## config.mk

```make
export PLATFORM = sky130hd
export DESIGN_NAME = sram_arb
export DESIGN_NICKNAME = d
export VERILOG_FILES = /design/src/rtl/sram_arb_pkg.sv /design/src/rtl/sram_arb_pick.sv /design/src/rtl/sram_arb.sv
export SDC_FILE = /design/constraint.sdc
export NUM_CORES = 1
export LEC_CHECK = 0
export CORE_AREA = 2 2 105 107
export CTS_CLUSTER_DIAMETER = 150
export CTS_CLUSTER_SIZE = 12
export DETAILED_ROUTE_END_ITERATION = 12
export DIE_AREA = 0 0 107 109
export PLACE_DENSITY_LB_ADDON = 0.3
export SYNTH_ARGS = -nofsm -noshare
export SYNTH_HDL_FRONTEND = slang
export SYNTH_SLANG_ARGS = --single-unit
```

## constraint.sdc

```tcl
create_clock -name clk -period 3.16 [get_ports clk]
set_clock_uncertainty 0.15 [all_clocks]
set_input_delay 0.948 -clock clk [delete_from_list [all_inputs] [get_ports clk]]
set_output_delay 0.948 -clock clk [all_outputs]
set_load 0.1 [all_outputs]
```

## src/rtl/sram_arb_pkg.sv

```systemverilog
//==============================================================================
// Module      : sram_arb_pkg
// Description : Shared encodings and constants for the SRAM port arbiter.
// Revision    : 1.0 - initial release
//==============================================================================
`default_nettype none

package sram_arb_pkg;

    localparam logic [0:0] SRAM_ARB_IDLE = 1'b0;
    localparam logic [0:0] SRAM_ARB_WAIT = 1'b1;

    localparam logic OWNER_INST = 1'b0;
    localparam logic OWNER_DATA = 1'b1;

    localparam int unsigned c_rd_lat_min = 1;
    localparam int unsigned c_rd_lat_max = 7;
    localparam int unsigned c_cnt_w      = 3;

endpackage

`default_nettype wire

```

## src/rtl/sram_arb_pick.sv

```systemverilog
//==============================================================================
// Module      : sram_arb_pick
// Description : Combinational grant selector; data wins a contest unless the
//               last-loser flag says inst is owed the port.
// Revision    : 1.0 - initial release
//==============================================================================
`default_nettype none

module sram_arb_pick (
    input  logic inst_req,
    input  logic data_req,
    input  logic port_free,
    input  logic last_loser,
    output logic inst_gnt,
    output logic data_gnt
);

    always_comb begin
        inst_gnt = 1'b0;
        data_gnt = 1'b0;
        if (port_free) begin
            if (inst_req && data_req) begin
                inst_gnt = last_loser;
                data_gnt = ~last_loser;
            end else begin
                inst_gnt = inst_req;
                data_gnt = data_req;
            end
        end
    end

endmodule

`default_nettype wire

```

## src/rtl/sram_arb.sv

```systemverilog
//==============================================================================
// Module      : sram_arb
// Description : Arbiter/sequencer for the shared SRAM port (fetch + data).
//               Define SRAM_ARB_RR_EN for round-robin fairness between them.
// Revision    : 1.0 - initial release
//==============================================================================
`default_nettype none

module sram_arb
    import sram_arb_pkg::*;
#(
    parameter int unsigned RD_LAT = 1
) (
    input  logic        clk,
    input  logic        rst,
    input  logic        inst_req,
    input  logic [31:0] inst_addr,
    output logic        inst_gnt,
    output logic        inst_rvalid,
    output logic [31:0] inst_rdata,
    input  logic        data_req,
    input  logic [3:0]  data_wen,
    input  logic [31:0] data_addr,
    input  logic [31:0] data_wdata,
    output logic        data_gnt,
    output logic        data_rvalid,
    output logic [31:0] data_rdata,
    output logic        sram_en,
    output logic [3:0]  sram_wen,
    output logic [31:0] sram_addr,
    output logic [31:0] sram_wdata,
    input  logic [31:0] sram_rdata,
    output logic        stallreq
);

    localparam logic [c_cnt_w-1:0] c_rd_lat_cnt = RD_LAT[c_cnt_w-1:0];

    logic [0:0]         r_state;
    logic [c_cnt_w-1:0] r_cnt;
    logic               r_owner;
    logic [0:0]         w_state_nxt;
    logic [c_cnt_w-1:0] w_cnt_nxt;
    logic               w_owner_nxt;

    logic w_resp;
    logic w_busy;
    logic w_port_free;
    logic w_inst_gnt;
    logic w_data_gnt;
    logic w_last_loser;
    logic w_grant_read;

    // Response cycle frees the port so a new read can overlap the returning one.
    assign w_resp      = (r_state == SRAM_ARB_WAIT) && (r_cnt == c_cnt_w'(1));
    assign w_busy      = (r_state == SRAM_ARB_WAIT) && (r_cnt > c_cnt_w'(1));
    assign w_port_free = ~rst & ~w_busy;

`ifdef SRAM_ARB_RR_EN
    logic r_last_loser;

    always_ff @(posedge clk) begin
        if (rst) begin
            r_last_loser <= 1'b0;
        end else if (w_inst_gnt) begin
            r_last_loser <= 1'b0;
        end else if (inst_req && w_data_gnt) begin
            r_last_loser <= 1'b1;
        end
    end

    assign w_last_loser = r_last_loser;
`else
    assign w_last_loser = 1'b0;
`endif

    sram_arb_pick u_pick (
        .inst_req   (inst_req),
        .data_req   (data_req),
        .port_free  (w_port_free),
        .last_loser (w_last_loser),
        .inst_gnt   (w_inst_gnt),
        .data_gnt   (w_data_gnt)
    );

    assign inst_gnt     = w_inst_gnt;
    assign data_gnt     = w_data_gnt;
    assign w_grant_read = w_inst_gnt | (w_data_gnt & (data_wen == 4'b0000));

    always_comb begin
        sram_en    = 1'b0;
        sram_wen   = 4'b0000;
        sram_addr  = 32'h0;
        sram_wdata = 32'h0;
        if (w_data_gnt) begin
            sram_en    = 1'b1;
            sram_wen   = data_wen;
            sram_addr  = data_addr;
            sram_wdata = data_wdata;
        end else if (w_inst_gnt) begin
            sram_en    = 1'b1;
            sram_addr  = inst_addr;
        end
    end

    always_comb begin
        w_state_nxt = r_state;
        w_cnt_nxt   = r_cnt;
        w_owner_nxt = r_owner;
        if (w_grant_read) begin
            w_state_nxt = SRAM_ARB_WAIT;
            w_cnt_nxt   = c_rd_lat_cnt;
            w_owner_nxt = w_data_gnt ? OWNER_DATA : OWNER_INST;
        end else if (r_state == SRAM_ARB_WAIT) begin
            w_cnt_nxt = r_cnt - c_cnt_w'(1);
            if (w_resp) begin
                w_state_nxt = SRAM_ARB_IDLE;
            end
        end
    end

    always_ff @(posedge clk) begin
        if (rst) begin
            r_state <= SRAM_ARB_IDLE;
            r_cnt   <= '0;
            r_owner <= OWNER_INST;
        end else begin
            r_state <= w_state_nxt;
            r_cnt   <= w_cnt_nxt;
            r_owner <= w_owner_nxt;
        end
    end

    assign inst_rvalid = ~rst & w_resp & (r_owner == OWNER_INST);
    assign data_rvalid = ~rst & w_resp & (r_owner == OWNER_DATA);
    assign inst_rdata  = inst_rvalid ? sram_rdata : 32'h0;
    assign data_rdata  = data_rvalid ? sram_rdata : 32'h0;

    assign stallreq = ~rst & ((inst_req & ~w_inst_gnt) | (data_req & ~w_data_gnt) | w_busy);

endmodule

`default_nettype wire

```

==> flow_summary.rst, run 1 <==
.. list-table::
   :header-rows: 1

   * - Metric
     - Value
   * - Wire length per cell
     - 17.2 um
   * - Total inserted antenna cells
     - 0
   * - Post-route setup TNS
     - -2480 ps
   * - Setup slack after placement
     - -392 ps
   * - Overall power
     - 0.00142 W
   * - Maximum number of pins on one net before global-route repair
     - between 50 and 60
   * - Max transition margin
     - 0.729
   * - Compound-Gate Fraction of Synth Area
     - 0.231
   * - Setup repair after global routing missed its margin
     - true
   * - XOR/XNOR Fraction of Synth Area
     - 0.00577
   * - Type of the worst setup path
     - input pin to output port
   * - Synth area leaders
     - and2_1 27%, a22oi_1 16%, and3_1 15%, nor2_1 9.1%, dfxtp_1 6.6%
   * - Std-Cell Core Area
     - 10600 sq um
   * - Clk sink count
     - 5
   * - Highest achievable clock rate
     - slightly above 300 MHz
   * - Aggregate global routing overflow
     - 0
   * - Area overhead of the layout relative to synthesis
     - 362%
   * - Number of antenna violations at the first check in global routing
     - 0
   * - Power density of the placed cells
     - 203 nW/um^2
   * - Internal reg-to-reg setup slack
     - ~1300 ps
   * - Final net count
     - 669
   * - All-Layer GR Usage
     - 0.185
   * - Tmin final
     - about 3200 ps
   * - Violated checks
     - negative setup slack
   * - Setup violators final
     - 59
   * - Ports
     - 274
   * - Buffers on Ports
     - 273
   * - Maximum Capacitance Violations
     - 0
   * - Clock transition time at the flip-flop clock pins of the worst setup and hold paths
     - around 30 ps
   * - Net Count, Synth
     - 377
   * - IR drop worst, VDD
     - 0.000140 V
   * - Launch point of the worst reg-to-reg path
     - r_cnt[1]
   * - Horizontal die dimension
     - 107 um
   * - Sequential cell area fraction in the yosys report
     - 0.0659
   * - Adder and majority gate portion of the synthesized area
     - 0.0165
   * - Wire length of the first global-routing pass
     - 17100 um
   * - Vertical die dimension
     - between 100 and 150 um
   * - Final estimated routing congestion in global placement
     - between 0.7 and 0.8
   * - Storage element area
     - between 100 and 150 sq um
   * - Worst hold path cell count
     - 2
   * - Via count
     - roughly 3000
   * - Area leader, netlist
     - and2_1
   * - Mean post-synth cell area
     - between 6 and 7 sq um
   * - Final Cycle Share
     - 1.02
   * - Yosys warnings
     - 0
   * - Via density per instance
     - 4.44
   * - Via count of the first global-routing pass
     - 3196
   * - Sort of element at the end of the critical path
     - output port
   * - Origin of the worst setup path
     - rst
   * - Max Fanout on Critical Path
     - 6
   * - Detailed Route WL
     - 11600 um
   * - Static power due to leakage
     - 2.79 nW
   * - Worst path required time
     - 2060 ps
   * - Endpoint of the worst hold path
     - r_cnt[1]
   * - Gate Count Post-Synth
     - 239
   * - Clock insertion delay at the later pin of the skew report
     - 220 ps
   * - Clock tree root buffer cell
     - clkbuf_8
   * - Final slew viol count
     - 0
   * - Outcome
     - finished, violations left
   * - Slew at the pin closest to its max-slew limit
     - 405 ps
   * - Setup crit start kind
     - input pin
   * - Initial DRC count
     - 106
   * - Clock buffer count from CTS
     - 3
   * - Crit path arrival time
     - 2140 ps
   * - Post-route worst hold slack
     - slightly above 400 ps
   * - Combinational family with the most area after synthesis
     - simple AND/OR/NAND/NOR gates
   * - DRT Pass-1 Iters
     - 4
   * - Post-route worst setup slack
     - -76.9 ps
   * - Post-DRT Antenna Nets
     - 0
   * - DRC violation count after routing
     - 0
   * - Filler cells
     - around 750
   * - Fraction of post-synthesis cell area in the top cell type by area
     - 0.272
   * - TritonCTS clock tree
     - built
   * - Post-synthesis mux area share
     - 0.00659
   * - Number of unique standard cell types used by synthesis
     - 31
   * - Basic-gate share of the synthesized area counting and, or, nand and nor cells
     - 0.570
   * - Final hold violation count
     - 0
   * - Floorplan row count
     - 38
   * - Worst reg2reg path endpoint
     - r_cnt[0]
   * - Multi-input gate area
     - 1930 sq um
   * - Clk buf depth
     - 2
   * - Startpoint of the lowest-slack hold path
     - r_cnt[1]
   * - Effective utilization at floorplan
     - 0.143
   * - Netlist Area Pre-Place
     - 1520 sq um
   * - DPL Wire Length
     - 8770 um
   * - CTS H-Tree Depth
     - 1
   * - Register bit total from synthesis
     - 5
   * - Worst Reg2Reg Path Length in Cells
     - 8
   * - Ratio of cells with drive above 1 in the final layout
     - 0.691
   * - Hold crit path type
     - flip-flop to flip-flop
   * - Die Outline Area
     - roughly 12000 sq um
worst max-delay path: stages:
cell	delay [ps]
buf_6	100
nor3b_4	190
buf_4	140
and3_4	220
buf_12	120
buf_16	100
and2_4	150
buf_12	160
worst max path at each step:
stage | to | slack, ps | cells past startpoint
after floorplan | stallreq | -220 | 4
after global placement | inst_rdata[1] | -370 | 7
after detailed placement | inst_rdata[31] | -390 | 7
after CTS | data_rdata[5] | -50 | 8
after global routing | data_rdata[8] | -130 | 8
final | data_rdata[20] | -80 | 8
per-layer routing:
| layer | wire (um) | global-route usage |
|---|---|---|
| met5 | 0 | 0 |
| met1 | 3900 | 0.190 |
| met2 | 6410 | 0.369 |
| met3 | 1110 | 0.0550 |
| met4 | 138 | 0.0390 |
synth_stat cells:
cell	number
mux2i_1	1
nor2b_1	1
dfxtp_1	5
o211ai_1	1
nor2_2	2
a22oi_1	32
a2111oi_2	1
nor3b_2	1
nor4_2	1
o22ai_1	1
nand2_1	3
a21oi_1	5
nand3b_1	1
a2111oi_1	1
and3_1	37
buf_6	3
buf_2	15
nor3b_1	1
nor2_1	37
o31ai_1	1
xnor2_1	1
inv_1	3
o21ai_2	1
and2_1	66
clkbuf_1	10
o311ai_0	1
o21ba_2	1
o21a_1	1
o21ai_0	1
nand2b_1	2
ha_1	2
kinds of logic (layout without fill, tap and decap cells):
logic type      after synthesis  in the layout
compound gates               47             47
xor+xnor                      1              1
fa+ha+maj                     2              2
buf+inv                      31            322
flops                         5              5
mux                           1              1
simple gates                152            152
area by class of cell:
cell class	instances	area share
Timing Repair Buffer	315	0.678
Inverter	3	0.00160
Tap cell	140	0.0249
Sequential cell	5	0.0144
Multi-Input combinational cell	203	0.274
Clock buffer	4	0.00641
timing repair:
item                                   CTS  global route
endpoints found under the hold margin    0             0
cloned                                   7             2
pin swaps                               49             1
setup endpoints to repair              137           135
setup buffers                           12             1
resized for setup                       62             6
hold buffers                             0             0
power by group:
part           total (W)  switching [W]  internal [W]
Clock           0.000117      0.0000305     0.0000865
Combinational    0.00122       0.000690      0.000534
Sequential     0.0000829      0.0000128     0.0000701
stage by stage:
| step | utilization | instance area (sq um) | instances |
|---|---|---|---|
| global route | 0.662 | 7020 | 670 |
| detailed placement | 0.603 | 6390 | 644 |
| global placement | 0.603 | 6390 | 644 |
| floorplan | - | 2060 | 239 |
| CTS | 0.656 | 6960 | 667 |
| finish | 0.662 | 7020 | 670 |
state kept, by name (all words and copies together), names as in the netlist:
register / cells
r_cnt: 3
r_owner: 1
r_state: 1
layout by cell type (no fill, tap or decap), drive strengths merged:
| master | count |
|---|---|
| ha | 2 |
| clkdlybuf4s50 | 132 |
| nor2b | 1 |
| o22ai | 1 |
| o21a | 1 |
| xnor2 | 1 |
| nand2 | 3 |
| clkbuf | 6 |
| nand2b | 2 |
| o211ai | 1 |
| o21ba | 1 |
| a22oi | 32 |
| mux2i | 1 |
| dfxtp | 5 |
| nand3b | 1 |
| a21oi | 5 |
| nor3b | 2 |
| buf | 181 |
| nor4 | 1 |
| o31ai | 1 |
| a2111oi | 2 |
| and3 | 37 |
| inv | 3 |
| o21ai | 2 |
| nor2 | 39 |
| and2 | 66 |
| o311ai | 1 |
(Power assumes the default switching activity.)
==> run 2, diff against run 1 <==
--- a/config.mk
+++ b/config.mk
@@ -5,12 +5,14 @@
 export SDC_FILE = /design/constraint.sdc
 export NUM_CORES = 1
 export LEC_CHECK = 0
-export CORE_AREA = 2 2 105 107
+export CORE_AREA = 2 2 106 108
 export CTS_CLUSTER_DIAMETER = 150
 export CTS_CLUSTER_SIZE = 12
 export DETAILED_ROUTE_END_ITERATION = 12
-export DIE_AREA = 0 0 107 109
+export DIE_AREA = 0 0 108 110
 export PLACE_DENSITY_LB_ADDON = 0.3
 export SYNTH_ARGS = -nofsm -noshare
 export SYNTH_HDL_FRONTEND = slang
+export SYNTH_HIERARCHICAL = 1
 export SYNTH_SLANG_ARGS = --single-unit
+export TNS_END_PERCENT = 5
==> flow_summary.rst, run 2 <==
.. list-table::
   :header-rows: 1

   * - Metric
     - Value
   * - Sequential cell area fraction in the yosys report
     - 0.0727
   * - Detailed Route WL
     - 9730 um
   * - Setup crit start kind
     - input pin
   * - Outcome
     - finished, violations left
   * - Clock transition time at the flip-flop clock pins of the worst setup and hold paths
     - 30 ps
   * - DPL Wire Length
     - about 8300 um
   * - Power density of the placed cells
     - 199 nW/um^2
   * - Post-DRT Antenna Nets
     - 0
   * - Overall power
     - roughly 0.0013 W
   * - Area overhead of the layout relative to synthesis
     - 381%
   * - Most common library cell in the layout ignoring fill and taps
     - buf_12
   * - Effective utilization at floorplan
     - 0.129
   * - Hold crit path type
     - flip-flop to flip-flop
   * - Crit path arrival time
     - 2260 ps
   * - Via count of the first global-routing pass
     - 2778
   * - Number of antenna violations at the first check in global routing
     - 0
   * - Ratio of cells with drive above 1 in the final layout
     - 0.671
   * - Placed inst area
     - 6230 sq um
   * - Yosys warnings
     - 6
   * - Biggest cell delay along the critical path
     - 220 ps
   * - Ports
     - 274
   * - Std-Cell Core Area
     - 10700 sq um
   * - Aggregate global routing overflow
     - 0
   * - Vertical die dimension
     - between 100 and 150 um
   * - Max FFs per register
     - 3
   * - DRT Pass-1 Iters
     - 3
   * - TritonCTS clock tree
     - built
   * - Highest achievable clock rate
     - 298 MHz
   * - Via count
     - about 2600
   * - Fraction of post-synthesis cell area in the top cell type by area
     - 0.441
   * - Finished layout cell area
     - roughly 6600 sq um
   * - Wire length of the first global-routing pass
     - 14100 um
   * - Initial DRC count
     - 40
   * - Max Fanout on Critical Path
     - 6
   * - Clock insertion delay at the later pin of the skew report
     - 220 ps
   * - Final estimated routing congestion in global placement
     - 0.706
   * - Via density per instance
     - 4.13
   * - IR drop worst, VDD
     - 0.000151 V
   * - Maximum Capacitance Violations
     - 0
   * - Final slew viol count
     - 0
   * - Wire length per cell
     - 15.7 um
   * - Number of unique standard cell types used by synthesis
     - 30
   * - Violated checks
     - negative setup slack
   * - Final hold violation count
     - 0
   * - Maximum number of pins on one net before global-route repair
     - 34
   * - Clk sink count
     - 5
   * - Die Outline Area
     - 11900 sq um
   * - Most repeated cell in the gate-level netlist after synthesis
     - and2_1
   * - Buffers on Ports
     - 273
   * - Top register by number of flip-flops
     - r_cnt
   * - Final net count
     - 619
   * - Area leader, netlist
     - and2_1
   * - Core utilization of the finished layout
     - 0.619
   * - Tmin final
     - 3360 ps
   * - Post-synth EDFFs
     - 0
   * - Top cells by count, synth
     - 97 x and2_1, 32 x a22o_1, 7 x buf_2, 7 x clkbuf_1
   * - Static power due to leakage
     - ~2.8 nW
   * - Setup repair after global routing missed its margin
     - true
   * - CTS H-Tree Depth
     - 1
   * - Netlist Area Pre-Place
     - ~1400 sq um
   * - Total inserted antenna cells
     - 0
   * - All-Layer GR Usage
     - 0.151
   * - Clk buf depth
     - 2
   * - Clock buffer count from CTS
     - 3
   * - Cell breakdown of the critical path
     - buf_8 > nor2b_4 > nand2_2 > a21oi_4 > nor2b_4 > buf_6 > buf_8 > buf_16 > a22o_4 > buf_12
   * - Cts hold-fix bufs
     - 0
   * - Sort of element at the end of the critical path
     - output port
   * - Mean post-synth cell area
     - 7.21 sq um
   * - Share of flip-flops with an asynchronous set or reset after synthesis
     - 0
   * - Setup violators final
     - 108
   * - Final Cycle Share
     - 1.06
   * - DRC violation count after routing
     - 0
   * - Worst path required time
     - 2060 ps
   * - Horizontal die dimension
     - 108 um
   * - Floorplan row count
     - 38
   * - Most used DFF post-synth
     - dfxtp_1
   * - Gate Count Post-Synth
     - 191
   * - Largest registers
     - r_cnt: 3 flops, r_owner: 1 flops, r_state: 1 flops
   * - Commonest cells after routing, fill and taps aside
     - 145 x buf_12, 132 x clkdlybuf4s50_1, 86 x and2_4, 32 x a22o_4, 15 x buf_4
   * - Post-route worst setup slack
     - -198 ps
   * - Register bit total from synthesis
     - 5
   * - Synth area leaders
     - and2_1 44%, a22o_1 20%, dfxtp_1 7.3%, buf_6 3.3%, buf_2 2.5%
   * - Type of the worst setup path
     - input pin to output port
   * - Slowest stage cell on the critical path
     - a22o_4
   * - Clock tree root buffer cell
     - clkbuf_8
==> run 2: cell types whose count changed in the layout (fill, tap and decap cells not counted), moves of 3 or more <==
cell	previous run	this run
a22o_4	0	32
a22oi_2	32	0
and2_2	5	12
and3_2	36	0
buf_6	9	4
nor2_4	35	0
buf_16	6	3
buf_12	150	145
and2_4	61	86
==> run 2: critical path: cells and delay by family <==
kind	cells	cell delay, ps
AO/OA/AOI/OAI	2	380
buffers and inverters	5	630
AND/OR/NAND/NOR	3	280
==> run 2: path summary, 6_finish.rpt <==
check           start             to  slack, ps  cells after the start
max               rst  sram_addr[16]       -200                     10
min          r_cnt[1]       r_cnt[1]        390                      2
max reg2reg  r_cnt[1]       r_cnt[1]       1040                     11
min reg2reg  r_cnt[1]       r_cnt[1]        390                      2
==> run 2: through the flow <==
step / hold WS [ps] / std cells / worst slack, ps / TNS [ps]
after floorplan: 316 / 192 / -643 / -63570
after global placement: 337 / 606 / -484 / -61030
after detailed placement: 359 / 606 / -508 / -65170
after CTS: 378 / 619 / -204 / -12590
after global routing: 428 / 620 / -246 / -18260
final: 389 / 620 / -198 / -10850
==> run 2: cell type report <==
type                       instances  area (sq um)
sequential                         5           109
clock buffer                       4          45.0
tap                              140           175
timing repair buffer             304          4540
inverter                           3          13.8
multi-input combinational        164          1740
fill                             851          4080
==> run 2: logic make-up (layout without fill, tap and decap cells) <==
| family | after synthesis | count (layout) | share of synthesized area |
|---|---|---|---|
| xor gates and xnor gates | 2 | 2 | 0.0127 |
| AOI/OAI and AO/OA | 42 | 42 | 0.250 |
| buffers and inverters | 23 | 311 | 0.0936 |
| and+or+nand+nor | 116 | 116 | 0.550 |
| other | 1 | 2 | 0.00272 |
| adders and majority gates | 2 | 2 | 0.0182 |
| DFF | 5 | 5 | 0.0727 |
==> run 2: power breakdown <==
part / internal [W] / switching (W) / leakage [nW]
Combinational: 0.000515 / 0.000605 / 2.72
Clock: 0.0000867 / 0.0000322 / 0.0228
Sequential: 0.0000698 / 0.00000841 / 0.0429
Total: 0.000672 / 0.000645 / 2.79
==> run 2: repair_timing <==
| item | 4_1_cts | 5_1_grt |
|---|---|---|
| cloned | 3 | 1 |
| pin swaps | 30 | 29 |
| setup buffers | 6 | 1 |
| endpoints found under the setup margin | 138 | 136 |
| resized for setup | 58 | 29 |
| hold endpoints to repair | 0 | 0 |
==> run 2: routing by layer <==
metal / GRT usage / vias to the layer above / share of wire
met2: 0.308 / 158 / 0.56
met4: 0.0330 / 0 / 0.0065
met5: 0 / - / 0
met1: 0.144 / 1180 / 0.31
met3: 0.0523 / 4 / 0.12
li1: - / 1216 / -
